## config.mk

```make
export PLATFORM = sky130hd
export DESIGN_NAME = fuzz_vector_sequencer_flat
export DESIGN_NICKNAME = d
export VERILOG_FILES = /design/src/rtl/fuzz_vector_sequencer_if.sv /design/src/rtl/fuzz_vector_sequencer.sv /design/src/flat_wrapper.sv
export SDC_FILE = /design/constraint.sdc
export NUM_CORES = 1
export LEC_CHECK = 0
export ABC_AREA = 0
export BUFFER_PORTS_ARGS = -buffer_cell sky130_fd_sc_hd__buf_2
export CAP_MARGIN = 20
export CORE_ASPECT_RATIO = 1.2
export CORE_MARGIN = 2
export CORE_UTILIZATION = 54
export DETAILED_ROUTE_END_ITERATION = 10
export PLACE_DENSITY_LB_ADDON = 0.08
export SETUP_SLACK_MARGIN = 0.1
export SYNTH_ARGS = -nofsm -noshare
export SYNTH_HDL_FRONTEND = slang
export SYNTH_SLANG_ARGS = --single-unit
export TNS_END_PERCENT = 100
```

## constraint.sdc

```tcl
create_clock -name clk_i -period 4.2 [get_ports clk_i]
set_clock_uncertainty 0.05 [all_clocks]
set_input_delay 0.63 -clock clk_i [delete_from_list [all_inputs] [get_ports clk_i]]
set_output_delay 0.63 -clock clk_i [all_outputs]
set_load 0.03 [all_outputs]
```

## src/rtl/fuzz_vector_sequencer_if.sv

```systemverilog
// Signal bundle between the fuzz vector sequencer (slave) and its harness (master).
// The golden-compare ports exist only when FUZZ_SEQ_GOLDEN_CHECK_EN is defined.
interface fuzz_vector_sequencer_if #(
  parameter int CNT_W = 16
);
  logic             start_i;
  logic             abort_i;
  logic [31:0]      seed_i;
  logic [CNT_W-1:0] num_vec_i;
  logic [31:0]      dut_in_0_o;
  logic [31:0]      dut_in_1_o;
  logic [31:0]      dut_in_2_o;
  logic [31:0]      dut_out_0_i;
  logic             busy_o;
  logic             done_o;
  logic [CNT_W-1:0] vec_idx_o;
  logic [31:0]      signature_o;
`ifdef FUZZ_SEQ_GOLDEN_CHECK_EN
  logic [31:0]      golden_i;
  logic             mismatch_o;

  modport slave (
    input  start_i, abort_i, seed_i, num_vec_i, dut_out_0_i, golden_i,
    output dut_in_0_o, dut_in_1_o, dut_in_2_o, busy_o, done_o, vec_idx_o,
           signature_o, mismatch_o
  );
  modport master (
    output start_i, abort_i, seed_i, num_vec_i, dut_out_0_i, golden_i,
    input  dut_in_0_o, dut_in_1_o, dut_in_2_o, busy_o, done_o, vec_idx_o,
           signature_o, mismatch_o
  );
`else
  modport slave (
    input  start_i, abort_i, seed_i, num_vec_i, dut_out_0_i,
    output dut_in_0_o, dut_in_1_o, dut_in_2_o, busy_o, done_o, vec_idx_o,
           signature_o
  );
  modport master (
    output start_i, abort_i, seed_i, num_vec_i, dut_out_0_i,
    input  dut_in_0_o, dut_in_1_o, dut_in_2_o, busy_o, done_o, vec_idx_o,
           signature_o
  );
`endif
endinterface

```

## src/rtl/fuzz_vector_sequencer.sv

```systemverilog
// Drives a combinational fuzz DUT from three Galois LFSRs and folds its output into a MISR.
// Optional golden-signature compare is enabled with FUZZ_SEQ_GOLDEN_CHECK_EN.
module fuzz_vector_sequencer #(
  parameter int unsigned SETTLE_CYC = 1,
  parameter int unsigned CNT_W      = 16,
  parameter logic [31:0] LFSR_POLY  = 32'h80200003,
  parameter logic [31:0] MISR_POLY  = 32'h04C11DB7,
  parameter logic [31:0] MISR_INIT  = 32'hFFFFFFFF
) (
  input logic                    clk_i,
  input logic                    rst_ni,
  fuzz_vector_sequencer_if.slave bus
);

  typedef enum logic [1:0] {IDLE, SETTLE, CAPTURE, DONE} state_t;

  localparam logic [31:0] SEED1_XOR   = 32'h9E3779B9;
  localparam logic [31:0] SEED2_XOR   = 32'h7F4A7C15;
  localparam logic [3:0]  SETTLE_INIT = 4'(SETTLE_CYC);
  // With no settle time every vector goes straight to its capture cycle.
  localparam state_t      RUN_ST      = (SETTLE_CYC == 0) ? CAPTURE : SETTLE;

  function automatic logic [31:0] seed_fix(input logic [31:0] s);
    return (s == 32'h0) ? 32'h1 : s;
  endfunction

  function automatic logic [31:0] lfsr_step(input logic [31:0] s);
    return (s >> 1) ^ (s[0] ? LFSR_POLY : 32'h0);
  endfunction

  function automatic logic [31:0] misr_step(input logic [31:0] m, input logic [31:0] d);
    return ({m[30:0], 1'b0} ^ (m[31] ? MISR_POLY : 32'h0)) ^ d;
  endfunction

  state_t           state_q, state_d;
  logic [31:0]      lfsr0_q, lfsr0_d;
  logic [31:0]      lfsr1_q, lfsr1_d;
  logic [31:0]      lfsr2_q, lfsr2_d;
  logic [31:0]      misr_q, misr_d;
  logic [CNT_W-1:0] num_q, num_d;
  logic [CNT_W-1:0] idx_q, idx_d;
  logic [3:0]       cnt_q, cnt_d;
`ifdef FUZZ_SEQ_GOLDEN_CHECK_EN
  logic             mismatch_q, mismatch_d;
`endif

  always_comb begin
    state_d = state_q;
    lfsr0_d = lfsr0_q;
    lfsr1_d = lfsr1_q;
    lfsr2_d = lfsr2_q;
    misr_d  = misr_q;
    num_d   = num_q;
    idx_d   = idx_q;
    cnt_d   = cnt_q;
`ifdef FUZZ_SEQ_GOLDEN_CHECK_EN
    mismatch_d = mismatch_q;
`endif
    unique case (state_q)
      IDLE: begin
        if (bus.start_i) begin
          lfsr0_d = seed_fix(bus.seed_i);
          lfsr1_d = seed_fix(bus.seed_i ^ SEED1_XOR);
          lfsr2_d = seed_fix(bus.seed_i ^ SEED2_XOR);
          num_d   = bus.num_vec_i;
          misr_d  = MISR_INIT;
          idx_d   = '0;
          cnt_d   = SETTLE_INIT;
`ifdef FUZZ_SEQ_GOLDEN_CHECK_EN
          mismatch_d = 1'b0;
`endif
          state_d = (bus.num_vec_i == '0) ? DONE : RUN_ST;
        end
      end
      SETTLE: begin
        if (bus.abort_i) begin
          state_d = IDLE;
        end else begin
          cnt_d = cnt_q - 4'd1;
          if (cnt_q <= 4'd1) state_d = CAPTURE;
        end
      end
      CAPTURE: begin
        // Abort wins over the capture: the MISR and LFSRs keep their values.
        if (bus.abort_i) begin
          state_d = IDLE;
        end else begin
          misr_d = misr_step(misr_q, bus.dut_out_0_i);
          if (idx_q == num_q - CNT_W'(1)) begin
            state_d = DONE;
          end else begin
            lfsr0_d = lfsr_step(lfsr0_q);
            lfsr1_d = lfsr_step(lfsr1_q);
            lfsr2_d = lfsr_step(lfsr2_q);
            idx_d   = idx_q + CNT_W'(1);
            cnt_d   = SETTLE_INIT;
            state_d = RUN_ST;
          end
        end
      end
      DONE: begin
`ifdef FUZZ_SEQ_GOLDEN_CHECK_EN
        mismatch_d = (misr_q != bus.golden_i);
`endif
        state_d = IDLE;
      end
      default: state_d = IDLE;
    endcase
  end

  always_ff @(posedge clk_i or negedge rst_ni) begin
    if (!rst_ni) begin
      state_q <= IDLE;
      lfsr0_q <= 32'h1;
      lfsr1_q <= 32'h1;
      lfsr2_q <= 32'h1;
      misr_q  <= MISR_INIT;
      num_q   <= '0;
      idx_q   <= '0;
      cnt_q   <= '0;
`ifdef FUZZ_SEQ_GOLDEN_CHECK_EN
      mismatch_q <= 1'b0;
`endif
    end else begin
      state_q <= state_d;
      lfsr0_q <= lfsr0_d;
      lfsr1_q <= lfsr1_d;
      lfsr2_q <= lfsr2_d;
      misr_q  <= misr_d;
      num_q   <= num_d;
      idx_q   <= idx_d;
      cnt_q   <= cnt_d;
`ifdef FUZZ_SEQ_GOLDEN_CHECK_EN
      mismatch_q <= mismatch_d;
`endif
    end
  end

  assign bus.dut_in_0_o  = lfsr0_q;
  assign bus.dut_in_1_o  = lfsr1_q;
  assign bus.dut_in_2_o  = lfsr2_q;
  assign bus.busy_o      = (state_q == SETTLE) || (state_q == CAPTURE);
  assign bus.done_o      = (state_q == DONE);
  assign bus.vec_idx_o   = idx_q;
  assign bus.signature_o = misr_q;
`ifdef FUZZ_SEQ_GOLDEN_CHECK_EN
  assign bus.mismatch_o  = mismatch_q;
`endif

endmodule
```

## src/flat_wrapper.sv

```systemverilog
// flat-port wrapper written by rule: the top's interface ports become plain ports
module fuzz_vector_sequencer_flat 
#(
  parameter int unsigned SETTLE_CYC = 1,
  parameter int unsigned CNT_W      = 16,
  parameter logic [31:0] LFSR_POLY  = 32'h80200003,
  parameter logic [31:0] MISR_POLY  = 32'h04C11DB7,
  parameter logic [31:0] MISR_INIT  = 32'hFFFFFFFF
)
  (clk_i, rst_ni, bus_start_i, bus_abort_i, bus_seed_i, bus_num_vec_i, bus_dut_out_0_i, bus_dut_in_0_o, bus_dut_in_1_o, bus_dut_in_2_o, bus_busy_o, bus_done_o, bus_vec_idx_o, bus_signature_o);
  fuzz_vector_sequencer_if #(.CNT_W(CNT_W)) bus_i ();
  input logic clk_i;
  input logic rst_ni;
  input wire logic [$bits(bus_i.start_i)-1:0] bus_start_i;
  input wire logic [$bits(bus_i.abort_i)-1:0] bus_abort_i;
  input wire logic [$bits(bus_i.seed_i)-1:0] bus_seed_i;
  input wire logic [$bits(bus_i.num_vec_i)-1:0] bus_num_vec_i;
  input wire logic [$bits(bus_i.dut_out_0_i)-1:0] bus_dut_out_0_i;
  output wire logic [$bits(bus_i.dut_in_0_o)-1:0] bus_dut_in_0_o;
  output wire logic [$bits(bus_i.dut_in_1_o)-1:0] bus_dut_in_1_o;
  output wire logic [$bits(bus_i.dut_in_2_o)-1:0] bus_dut_in_2_o;
  output wire logic [$bits(bus_i.busy_o)-1:0] bus_busy_o;
  output wire logic [$bits(bus_i.done_o)-1:0] bus_done_o;
  output wire logic [$bits(bus_i.vec_idx_o)-1:0] bus_vec_idx_o;
  output wire logic [$bits(bus_i.signature_o)-1:0] bus_signature_o;
  assign bus_i.start_i = bus_start_i;
  assign bus_i.abort_i = bus_abort_i;
  assign bus_i.seed_i = bus_seed_i;
  assign bus_i.num_vec_i = bus_num_vec_i;
  assign bus_i.dut_out_0_i = bus_dut_out_0_i;
  assign bus_dut_in_0_o = bus_i.dut_in_0_o;
  assign bus_dut_in_1_o = bus_i.dut_in_1_o;
  assign bus_dut_in_2_o = bus_i.dut_in_2_o;
  assign bus_busy_o = bus_i.busy_o;
  assign bus_done_o = bus_i.done_o;
  assign bus_vec_idx_o = bus_i.vec_idx_o;
  assign bus_signature_o = bus_i.signature_o;
  fuzz_vector_sequencer #(.SETTLE_CYC(SETTLE_CYC), .CNT_W(CNT_W), .LFSR_POLY(LFSR_POLY), .MISR_POLY(MISR_POLY), .MISR_INIT(MISR_INIT)) u_core (.clk_i(clk_i), .rst_ni(rst_ni), .bus(bus_i));
endmodule
```

* After elaboration in Yosys (flattened, before gate mapping)
Index checks and enable logic that the tools add are counted.
** Storage, ports and cells
- Bits of input ports :: 84
- Word-level logic and storage cells :: 79
- Bits in registers :: 166
** Cells by class
- Equal/unequal tests :: 9
- Bitwise gates (word level) :: 7
- Magnitude comparators :: 1
- Reductions and logical operators :: 13
- Mux-type cells :: 38
- $add $sub $neg :: 3
** Operators by type and width (count)
- 32-bit 2-to-1 mux :: 17
- 32-bit case mux with 2 select lines :: 4
- 32-bit logical NOT :: 3
- 31-bit by 32-bit bitwise XOR with 32-bit output :: 3
- 32-bit bitwise XOR :: 2
- 16-bit 2-to-1 mux :: 3
- 16-bit case mux with 2 select lines :: 1
- 27-bit 2-to-1 mux :: 1
- 20-bit inverter :: 1
- 18-bit inverter :: 1
- 16-bit by 1-bit adder with 16-bit output, second input constant :: 1
- 16-bit == test :: 1
- 16-bit logical NOT :: 1
- 4-bit 2-to-1 mux :: 4
- 16-bit by 1-bit subtractor with 16-bit output, second input constant :: 1
- 2-bit 2-to-1 mux :: 6
- 4-bit case mux with 3 select lines :: 1
- 2-bit != test, second input constant :: 4
- 2-bit case mux with 4 select lines :: 1
- 5-bit AND reduction :: 1
- 2-bit == test, second input constant :: 2
- 4-bit by 1-bit <= comparator with 1-bit output, second input constant :: 1
- 2-bit AND reduction :: 2
- 4-bit AND reduction :: 1
- 8 further kinds :: 8

* Logic depth before layout (Yosys ltp)
- Word-level depth :: 5
- Gate-level depth with buffers :: 13
- Mapped depth without buffers :: 9

* Least setup slack after synthesis
OpenSTA, ideal clock, no wires.
- Path type :: register to register
- From :: register u_core.num_q[0]
- To :: register u_core.lfsr0_q[31] (netlist: u_core.bus.dut_in_0_o[31])
- Arrival time :: 2814 ps
- Slack :: 1208 ps
- Stages on the path, launching flop included :: 13
- Path buffers :: 3
- Setup time :: 127 ps
- Required time :: 4023 ps
- Cell sequence :: dfrtp_1 -> inv_1 -> ha_1 -> or4b_1 -> buf_2 -> nor4_2 -> a211oi_1 -> a311oi_2 -> o2111ai_1 -> o21a_1 -> buf_6 -> buf_6 -> mux2_1
** On the way
- Cells in the longest elaborated chain, start to end :: 4
** RTL lines
- start, declared :: RTL line fuzz_vector_sequencer.sv:40 : logic [CNT_W-1:0] num_q, num_d;
- start signal, assigned :: RTL line fuzz_vector_sequencer.sv:130 : num_q <= num_d;
- 16-bit by 1-bit subtractor with 16-bit output :: RTL line fuzz_vector_sequencer.sv:89 : if (idx_q == num_q - CNT_W'(1)) begin
- 16-bit == test :: RTL line fuzz_vector_sequencer.sv:89
- 2-bit != test (no line)
- 4-bit AND reduction (no line)
- end signal, assigned :: RTL line fuzz_vector_sequencer.sv:126 : lfsr0_q <= lfsr0_d;
- end, declared :: RTL line fuzz_vector_sequencer.sv:36 : logic [31:0] lfsr0_q, lfsr0_d;
Every way passes these cells.
A chain may end at the register's enable or synchronous reset.

* Final worst setup path
- From :: register u_core.num_q[0]
- To :: register u_core.lfsr2_q[28] (netlist: u_core.bus.dut_in_2_o[28])
** On the way
- Cells in the longest elaborated chain, start to end :: 4
** RTL lines
- 16-bit by 1-bit subtractor with 16-bit output :: RTL line fuzz_vector_sequencer.sv:89
- 16-bit == test :: RTL line fuzz_vector_sequencer.sv:89
- 2-bit != test (no line)
- 4-bit AND reduction (no line)
- end signal, assigned :: RTL line fuzz_vector_sequencer.sv:128 : lfsr2_q <= lfsr2_d;
- end, declared :: RTL line fuzz_vector_sequencer.sv:38 : logic [31:0] lfsr2_q, lfsr2_d;
Every way passes these cells.

==> metrics.md <==
| Metric | Value |
|---|---|
| Status | finished clean |
| Final period utilization | 86.0% |
| Antenna violations before repair | 0 |
| R2R cell count | 10 |
| Vias in the first global route | 7172 |
| R2r startpoint | u_core.num_q[0] |
| Drt first pass iters | 5 |
| Gr ovfl total | 0 |
| Final setup violating endpoints | 0 |
| FF+latch count, synth | 166 |
| Final hold viol count | 0 |
| Sink Count | 166 |
| # hold bufs at CTS | 0 |
| Antenna diode count | 0 |
| DR DRC count | 0 |
| Crit-path slowest cell | or4b_1 |
| P&R area growth vs syn | 20.5% |
| CTS resizes | 0 |
| Max-Cap Viols | 0 |
| Die Ht | 146 um |
| Netlist cell types | 57 |
| H-tree level count | 4 |
| Most frequent cells in the layout | buf_2, dfrtp_1, a21oi_1, mux2i_1, inv_1 |
| Width of the die | 122 um |
| Commonest non-fill, non-tap cell in the layout | buf_2 |
| Maximum clock path buffer count | 2 |
| Max_slew headroom | 33.3% |
| Pleak | 4.99 nW |
| Slew @ Worst Pin | 1.00 ns |
| Dpl hpwl | 16.7 mm |
| Fin util | 66.8% |
| Peak supply drop | 434 uV |
| First-pass GRT wire length | 36.6 mm |
| Initial Utilization | 55.5% |
| Final Critical Period | 3.61 ns |
| Post-CTS setup buffer count | 0 |
| Worst Setup Start Kind | register |
| Average instance area after synthesis | 10.2 sq um |
| Critical Path RT | 4.46 ns |
| Vias post-DR | 7390 |
| Pwr/cell area | 847 nW/um^2 |
| Critical path class | register to register |
| Prevailing post-synth register cell | dfrtp_1 |
| Post-synth EDFFs | 0 |
| Asr flop ratio synth | 100% |
| Clock-pin slew on the worst setup and hold paths | 0.07 ns |
| Post-DRT Antenna Nets | 0 |
| Largest net degree at the start of global routing | 103 |
| Total Routed Length | 23.1 mm |
| Ranking of synthesized cells by area | dfrtp_1, dfstp_2, mux2i_1 |
| R2R setup slack | 0.59 ns |
| Yosys top cell area share | 36.2% |
| CP Capture Type | register |
| Placed cells | 1288 |
| Ys Warns | 0 |
| PortBufs | 229 |
| GPL Wtd Cong | 0.842 |
| Delay-heaviest family, CP | compound AO/OA/AOI/OAI gates |
| Syn Inst Count | 888 |
| Crit-path cells | inv_1 -> ha_1 -> or4b_1 -> nor4_4 -> mux2i_1 -> a31oi_2 -> o2111ai_1 -> o21a_4 -> buf_12 -> mux2_1 |
| Crit path max fanout | 33 |
| Max-slew violations | 0 |
| Arr. time, crit path | 3.88 ns |
| Share of cells above drive strength 1 | 32.1% |
| Die footprint | 17800 sq um |
| Non-filler cells, final | 1320 |
| Worst path bufs/invs | 2 |
| Syn Nets | 980 |
| Site Rows | 51 |
| Core area | 16300 sq um |
| Gr usage total | 25.9% |
| Worst min path class | input port to async pin |
| Setup TNS | 0 ns |
| Max incr delay on CP | 0.62 ns |
| Vias per cell | 5.60 |
| CTS tree | done |
| RSZ-0062 raised after global routing | no |
| Fill count | 1394 |
| Later-pin clock latency in the skew report | 0.43 ns |
| Layout Nets | 1187 |
| Sequential fraction of the synthesis area | 46.3% |
| Max Clk Rate | 277 MHz |
| Ports | 230 |
| Synth area leader | dfrtp_1 |
| RR Endpoint | u_core.bus.dut_in_2_o[28] |
| Post-DR wirelength/cell | 17.5 um |
| Mapped Area | 9060 sq um |
| TritonCTS buffer count | 17 |
| CTS root buf | clkbuf_16 |
| DRT iter0 DRCs | 387 |
## sequential cells by signal, indices dropped and copies added, names as in the netlist
register	cells
u_core.num_q	16
u_core.state_q	2
u_core.bus.dut_in_0_o	32
u_core.bus.dut_in_2_o	32
u_core.bus.dut_in_1_o	32
u_core.bus.vec_idx_o	16
u_core.bus.signature_o	32
u_core.cnt_q	4
## area by class of cell
class	instances	area (sq um)	area share, %
inverters	62	233	2.13
clock buffers	19	433	3.96
well taps	212	265	2.43
multi-input cells	607	4370	40.0
clock inverters	13	139	1.27
flip-flops and latches	166	4200	38.4
repair buffers	241	1280	11.7
## through the flow
stage	instance area (sq um)	setup WS (ns)	total power, mW	hold slack, ns
floorplan	9060	1.21	6.48	0.284
global placement	10300	0.766	7.66	0.438
detailed placement	10300	0.625	7.74	0.444
CTS	10900	0.599	9.31	0.161
global route	10900	0.387	9.80	0.180
finish	10900	0.586	9.25	0.130
## cell usage after synthesis (5+ instances only)
master / instances
mux2_2: 26
and3_1: 7
nand3_1: 14
mux2i_1: 66
xnor2_1: 43
a21oi_1: 116
nor2b_1: 22
ha_1: 8
clkbuf_1: 28
nand4_1: 14
o21ai_0: 16
nand2b_1: 5
nor4_1: 16
inv_1: 62
mux2_1: 45
nor3_1: 6
dfstp_2: 35
nor2_1: 53
or2_2: 12
xor2_1: 25
nand3b_1: 8
nand2_1: 43
buf_6: 12
dfrtp_1: 131
buf_1: 9
## how the worst max path moves through the flow
stage / start / end / slack (ns) / cells past startpoint
after CTS: u_core.num_q[0] / u_core.bus.dut_in_2_o[28] / 0.60 / 10
final: u_core.num_q[0] / u_core.bus.dut_in_2_o[28] / 0.59 / 10
after global placement: u_core.num_q[0] / u_core.bus.dut_in_0_o[14] / 0.77 / 10
after global routing: u_core.num_q[0] / u_core.bus.dut_in_1_o[26] / 0.39 / 10
after detailed placement: u_core.num_q[0] / u_core.bus.dut_in_2_o[28] / 0.62 / 10
after floorplan: u_core.num_q[0] / u_core.bus.dut_in_0_o[31] / 1.21 / 12
## cells by family (layout without fill, tap and decap cells)
logic type	Yosys count	count (layout)	synth area share, %
and+or+nand+nor	221	221	13.1
AOI/OAI and AO/OA	173	173	10.9
DFF	166	166	46.3
muxes	137	137	16.1
buffers and inverters	115	335	5.81
xor gates and xnor gates	68	68	6.57
adders and majority gates	8	8	1.10
## power breakdown
group | internal, mW | leakage, nW | switching, mW | total [mW]
combinational | 1.72 | 2.77 | 2.94 | 4.65
sequential | 2.37 | 1.94 | 0.677 | 3.05
clock | 0.838 | 0.280 | 0.703 | 1.54
total | 4.93 | 4.99 | 4.32 | 9.25
## metal layers
layer	GRT usage [%]	up-vias	wire length [um]
li1	-	3506	-
met1	33.0	3598	9540
met2	42.9	246	11500
met3	6.11	40	1490
met4	9.31	0	559
met5	0	-	0
Note: power is estimated with default switching activity, not from simulation.
